File: src/rtl/fetch_seq_ctrl.sv
// Instruction-fetch sequencer: owns the fetch PC, runs a single-outstanding request/response bus
// handshake, applies redirects, and presents one instruction to IF. Optional macro: FETCH_ADEL_CHECK_EN.
module fetch_seq_ctrl #(
  parameter logic [31:0] RESET_PC     = 32'hBFC00000,
  parameter int unsigned EXC_ADEL_BIT = 0
) (
  input  logic        clock_i,
  input  logic        reset_i,
  input  logic [3:0]  stall_i,
  input  logic        branch_enable_i,
  input  logic [31:0] branch_target_i,
  input  logic        exception_i,
  input  logic [31:0] exception_pc_i,
  output logic        inst_req_o,
  output logic [31:0] inst_addr_o,
  input  logic        inst_addr_ok_i,
  input  logic        inst_data_ok_i,
  input  logic [31:0] inst_rdata_i,
  output logic [31:0] if_pc_o,
  output logic [31:0] if_inst_o,
  output logic        if_inst_ren_o,
  output logic        if_inst_valid_o,
  output logic [31:0] if_exception_type_o,
  output logic        fetch_stall_req_o
);

  typedef enum logic [1:0] {S_IDLE, S_REQ, S_WAIT, S_HOLD} state_t;

  if (EXC_ADEL_BIT > 31) begin : g_adel_bit_range
    $error("EXC_ADEL_BIT must select a bit of the 32-bit exception vector");
  end

  state_t      r_state;
  logic [31:0] r_pc;
  logic [31:0] r_req_addr;
  logic        r_cancel;
  logic [31:0] r_hold_pc;
  logic [31:0] r_hold_inst;
  logic        r_hold_ren;
`ifdef FETCH_ADEL_CHECK_EN
  localparam logic [31:0] ADEL_MASK = 32'd1 << EXC_ADEL_BIT;
  logic [31:0] r_hold_exc;
`endif

  logic        w_redirect;
  logic [31:0] w_target;
  logic        w_launch;
  logic [31:0] w_launch_addr;

  // A launch starts a fresh request; it covers every path that returns to S_REQ.
  always_comb begin
    // NOTE: every always_comb output gets a default first so no path can infer a latch.
    w_redirect    = exception_i | branch_enable_i;
    w_target      = exception_i ? exception_pc_i : branch_target_i;
    w_launch      = 1'b0;
    w_launch_addr = r_pc;
    unique case (r_state)
      S_IDLE: begin
        w_launch      = 1'b1;
        w_launch_addr = w_redirect ? w_target : r_pc;
      end
      S_WAIT: begin
        if (inst_data_ok_i && (r_cancel || w_redirect)) begin
          w_launch      = 1'b1;
          w_launch_addr = w_redirect ? w_target : r_pc;
        end
      end
      S_HOLD: begin
        if (w_redirect) begin
          w_launch      = 1'b1;
          w_launch_addr = w_target;
        end else if (stall_i == 4'b0000) begin
          w_launch      = 1'b1;
          w_launch_addr = r_pc + 32'd4;
        end
      end
      default: ;
    endcase
  end

  // NOTE: sequential state uses non-blocking assignments only, so every flop samples pre-edge values.
  always_ff @(posedge clock_i or negedge reset_i) begin
    if (!reset_i) begin
      r_state     <= S_IDLE;
      r_pc        <= RESET_PC;
      r_req_addr  <= '0;
      r_cancel    <= 1'b0;
      r_hold_pc   <= '0;
      r_hold_inst <= '0;
      r_hold_ren  <= 1'b0;
`ifdef FETCH_ADEL_CHECK_EN
      r_hold_exc  <= '0;
`endif
    end else if (w_launch) begin
      r_pc       <= w_launch_addr;
      r_req_addr <= w_launch_addr;
      r_cancel   <= 1'b0;
      r_state    <= S_REQ;
`ifdef FETCH_ADEL_CHECK_EN
      // A misaligned PC never reaches the bus; it is presented directly as an AdEL slot.
      if (w_launch_addr[1:0] != 2'b00) begin
        r_state     <= S_HOLD;
        r_hold_pc   <= w_launch_addr;
        r_hold_inst <= '0;
        r_hold_ren  <= 1'b0;
        r_hold_exc  <= ADEL_MASK;
      end
`endif
    end else begin
      unique case (r_state)
        S_REQ: begin
          // The address is already on the bus, so its response must be dropped later.
          if (w_redirect) begin
            r_pc     <= w_target;
            r_cancel <= 1'b1;
          end
          if (inst_addr_ok_i) r_state <= S_WAIT;
        end
        S_WAIT: begin
          if (inst_data_ok_i) begin
            r_state     <= S_HOLD;
            r_hold_pc   <= r_req_addr;
            r_hold_inst <= inst_rdata_i;
            r_hold_ren  <= 1'b1;
`ifdef FETCH_ADEL_CHECK_EN
            r_hold_exc  <= '0;
`endif
          end else if (w_redirect) begin
            r_pc     <= w_target;
            r_cancel <= 1'b1;
          end
        end
        default: ;
      endcase
    end
  end

  assign inst_req_o        = (r_state == S_REQ);
  assign if_inst_valid_o   = (r_state == S_HOLD);
  assign fetch_stall_req_o = (r_state != S_HOLD);
  assign if_inst_ren_o     = if_inst_valid_o & r_hold_ren;
  assign if_pc_o           = r_hold_pc;
  assign if_inst_o         = r_hold_inst;

`ifdef FETCH_ADEL_CHECK_EN
  assign inst_addr_o         = r_req_addr;
  assign if_exception_type_o = if_inst_valid_o ? r_hold_exc : '0;
`else
  assign inst_addr_o         = {r_req_addr[31:2], 2'b00};
  assign if_exception_type_o = '0;
`endif

endmodule

File: config.mk
export PLATFORM = sky130hd
export DESIGN_NAME = fetch_seq_ctrl
export DESIGN_NICKNAME = d
export VERILOG_FILES = /design/src/rtl/fetch_seq_ctrl.sv
export SDC_FILE = /design/constraint.sdc
export NUM_CORES = 1
export LEC_CHECK = 0
export ABC_AREA = 1
export BUFFER_PORTS_ARGS = -buffer_cell sky130_fd_sc_hd__buf_2
export CAP_MARGIN = 30
export CORE_ASPECT_RATIO = 1.75
export CORE_MARGIN = 2
export CORE_UTILIZATION = 35
export CTS_CLUSTER_SIZE = 40
export DETAILED_ROUTE_END_ITERATION = 8
export GPL_ROUTABILITY_DRIVEN = 0
export SLEW_MARGIN = 20
export SYNTH_ARGS = -nofsm -noshare
export SYNTH_HDL_FRONTEND = slang
export SYNTH_SLANG_ARGS = --single-unit
File: constraint.sdc
create_clock -name clock_i -period 2.3 [get_ports clock_i]
set_clock_uncertainty 0.05 [all_clocks]
set_input_delay 0.23 -clock clock_i [delete_from_list [all_inputs] [get_ports clock_i]]
set_output_delay 0.23 -clock clock_i [all_outputs]
set_load 0.1 [all_outputs]
* After elaboration in Yosys (flattened, before gate mapping) *
Cells that the tools add are included.

word-level totals
  word-level logic and storage cells = 47
  input bits = 106
  bits in registers = 132
  output and inout bits = 132

operators by class
  mux-type cells = 21
  bitwise operators = 3
  add/sub/neg operators = 1
  eq/ne operators = 7
  reduce and logical (&&, ||, !) cells = 8

operator list
  cell                                                                     count
  32-bit two-way mux                                                       7
  32-bit case mux with 3 select lines                                      1
  32-bit case mux with 2 select lines                                      1
  32-bit by 3-bit adder with 32-bit output, second input constant          1
  1-bit two-way mux                                                        6
  2-bit two-way mux                                                        3
  3-bit inequality test, second input constant                             2
  3-bit AND reduction                                                      2
  2-bit == test, second input constant                                     2
  4-bit logical NOT                                                        1
  2-bit case mux with 2 select lines                                       1
  3-bit by 1-bit inequality test with 1-bit output, second input constant  1
  1-bit case mux with 3 select lines                                       1
  3-bit nonzero test                                                       1
  2-bit by 1-bit == test with 1-bit output, second input constant          1
  2-bit logical NOT                                                        1
  2-bit inequality test, second input constant                             1
  1-bit case mux with 2 select lines                                       1
  2-bit AND reduction                                                      1
  1-bit bitwise AND                                                        1
  1-bit logical AND                                                        1
  1-bit logical OR                                                         1
  1-bit inverter                                                           1
  1-bit bitwise OR                                                         1

* Depth between registers and ports, before layout *
  word-level depth = 7
  gate-level depth with buffers = 13
  mapped depth without buffers = 12

* Least setup slack after synthesis *
OpenSTA, ideal clock, no wires.

  path kind = register to register
  start point = register r_state[1]
  end point = register r_pc[5]
  stages on the path, launching flop included = 9
  required time = 2184 ps
  path buffers = 2
  slack = -325 ps
  library setup time = 66 ps
  clock period less this slack = 2625 ps
  arrival = 2509 ps
  cell sequence = dfrtp_1 -> buf_2 -> nand2_2 -> inv_2 -> clkbuf_1 -> o2111ai_1 -> nand3b_1 -> nand2_1 -> nand2_1

between the ends
  word-level cells in the longest chain between the ends = 4
  elaborated cells on any way between the ends = 11
  classes of those cells = eq/ne: 4; mux: 4; reduce/logical: 3

RTL lines
  item                                                                                 line  source
  from (decl)                                                                          33    state_t r_state;
  from (signal assigned)                                                               84    r_state <= S_IDLE;
  from (signal assigned)                                                               98    r_state <= S_REQ;
  from (signal assigned)                                                               117   if (inst_addr_ok_i) r_state <= S_WAIT;
  2-bit == test *                                                                      --
  named net if_inst_valid_o                                                            22    output logic if_inst_valid_o,
  1-bit case mux with 3 select lines                                                   57    unique case (r_state)
  3-bit inequality test (no source line) / 3-bit nonzero test (equally long branches)  --
  2-bit AND reduction (no source line)                                                 --
  to (signal assigned)                                                                 95    r_pc <= w_launch_addr;
  to (signal assigned)                                                                 114   r_pc <= w_target;
  to (signal assigned)                                                                 129   r_pc <= w_target;
  to (decl)                                                                            34    logic [31:0] r_pc;

The timed path passes the listed nets; every way through them passes the cells marked *.
A chain may end at the register's enable or synchronous reset.

* Worst setup path after layout *
  start point = register r_state[1]
  end point = output if_inst_valid_o

between the ends
  word-level cells in the longest chain between the ends = 1

RTL lines
  item           line  source
  2-bit == test  139   assign if_inst_valid_o = (r_state == S_HOLD);
  to (decl)      22

No other way between the ends.

==> impl_results.md <==
* Max-capacitance violation count at 0
* Share of cells above drive strength 1 at 0.239
* CP peak stage delay at approximately 0.53 ns
* Required time worst endpoint at 2.02 ns
* Crit share post-route at 0.959
* Core Area at 21600 sq um
* EDFF count, synth at 0
* Antenna viol nets, final at 0
* Detail-routed via count per cell at 4.86
* Final WS setup at 0.0940 ns
* Setup TNS at 0 ns
* RSZ-0062 raised after global routing: false
* CTS tree: done
* Die X at 116 um
* Die Footprint at 23300 sq um
* FF+latch count, synth at 132
* Slowest cell on the critical path: dfrtp_1
* Layout Nets at 1330
* Worst r2r path cells at 10
* Ys async rst share at 1.00
* Path type of the worst min-delay path: in2reg
* Most common flop cell mapped by yosys: dfrtp_1
* Crit-path max FO at 30
* Critical path cell sequence: nand2_2 -> inv_2 -> buf_4 -> clkbuf_4
* Status: finished, final reports clean
* Ports at between 200 and 250
* Post-Route WL at 24000 um
* Synth Cell Area at 7710 sq um
* DRC viols at 0
* Seq/Total Area, Yosys at 0.430
* Hold Crit Depth at 3
* Final Setup Violations at 0
* Starting Density at 0.357
* FF-to-FF End: r_pc[28]
* Synthesized area per cell at 7.64 sq um
* Largest net degree at the start of global routing at 73
* Area Overhead vs Synth at 27.5%
* CTS buffer count at 17
* Final Hold Fails at 0
* Number of DRC markers in iteration 0 at 480
* Crit path time final at 2.21 ns
* Vias in the first global route at 7370
* Fin cells at 1529
* CP Class: reg2out
* WL/cell at 15.7 um
* GRT Total Usage at 0.210
* WP data arrival at roughly 1.9 ns
* Clk Latency, worst-skew pair at between 0.4 and 0.5 ns
* CTS H-tree depth at 4
* Yosys warns at 0
* Detailed Place HPWL at roughly 17000 um
* Die height at about 200 um
* Initial DRT Pass Iterations at 6
* Cells after synthesis at 1010
* Hold Crit Start: branch_target_i[0]
* Post-place setup slack at 0.102 ns
* Yosys cell types at 33
* First-pass GRT wire length at 37600 um
* IO buf count at about 200
* Initial antenna violation count at 1
* Placed cells at 1458
* Reg-to-reg setup timing slack at 0.21 ns
* DR vias at approximately 7.4k
* Slew Limit Fails at 0
* Max Root-Sink Buffers at 2
* Worst hold endpoint: r_pc[0]
* RR Startpoint: r_state[0]
* Rows at 71
* Clk slew on worst S/H paths at 0.06 ns
* Sinks on Clock Net at 132
* Max transition margin at 0.660
* CP Launch Type: flop
* Max Clk Rate at between 0.4 and 0.5 GHz
* Root Driver: clkbuf_16
* GRT overflow at 0
* Worst-Margin Slew at just over 0.5 ns
* Crit. End Element: primary output
-- repair_timing --
action / CTS / global route
hold endpoints to repair: 66 / 0
setup endpoints to repair: 0 / 70
resized for setup: 0 / 4
setup buffers: 0 / 5
hold buffers: 33 / 0
-- logic make-up after synthesis --
kind of cell / share of synthesized area
AO/OA/AOI/OAI: 0.0858
AND/OR/NAND/NOR: 0.276
buffers and inverters: 0.134
flip-flops: 0.430
other: 0.000486
multiplexers: 0.0730
adder cells (fa/ha/maj): 0.00162
-- layer usage --
layer  vias to the layer above  share of wire  GRT usage
met5                         -              0          0
met4                         0          0.045      0.112
met3                        58          0.049     0.0384
met2                       267           0.53      0.382
met1                      3513           0.38      0.223
li1                       3599              -          -
-- cell usage in the layout, fill, tap and decap left out, types with 32 or more instances in the layout --
cell type,instances
conb_1,34
o21ai_0,73
nand2_1,304
mux2_1,50
buf_4,32
dfrtp_1,122
dlygate4sd3_1,33
nor2_1,66
nand3_1,75
inv_1,86
buf_2,200
-- state kept, by name (all words and copies together), names as in the netlist --
register    flops
r_hold_ren      1
r_state         2
r_req_addr     32
if_inst_o      32
r_cancel        1
if_pc_o        32
r_pc           32
-- worst max-delay path, delay by kind of cell, from the launching register on --
kind	cells	cell delay (ns)
flip-flops	1	0.53
buffers and inverters	3	0.87
AND/OR/NAND/NOR	1	0.10
-- Yosys cell counts (all sizes together), types with 9 or more instances --
cell,number,share of area
nand3,77,0.051
clkbuf,21,0.010
o21ai,86,0.056
nand4,26,0.021
dfstp,9,0.031
a21oi,22,0.014
inv,91,0.044
nor2,69,0.035
dfrtp,123,0.40
mux2,50,0.073
buf,90,0.079
nand3b,9,0.0088
nand2,306,0.15
-- stage by stage --
step | util | instance area [sq um] | hold slack, ns
2_1_floorplan | - | 7840 | -0.116
6_report | 0.456 | 9840 | 0.0217
3_3_place_gp | 0.409 | 8830 | 0.105
3_5_place_dp | 0.409 | 8830 | 0.110
4_1_cts | 0.453 | 9790 | 0.00764
5_1_grt | 0.456 | 9840 | 0.0192
-- how the worst max path moves through the flow --
stage                    start              end  slack, ns  cells after the start
floorplan           r_state[1]          r_pc[6]       0.11                      8
finish              r_state[1]  if_inst_valid_o       0.09                      4
detailed placement  stall_i[0]         r_pc[12]       0.10                      9
global placement    r_state[0]    if_inst_o[30]       0.12                      8
CTS                 r_state[0]  if_inst_valid_o       0.02                      4
global route        r_state[1]  if_inst_valid_o       0.03                      4
-- layout make-up --
type	count	area, sq um
multi-input cells	709	3500
repair buffers	272	1680
inverters	91	342
fillers	2164	11800
flip-flops and latches	132	3320
clock inverters	10	171
diodes	1	2.50
well taps	292	365
clock buffers	22	454
Power is left out: the tool's default activity adds up to more than one toggle a clock period on the data nets, which glitch-free logic cannot reach.
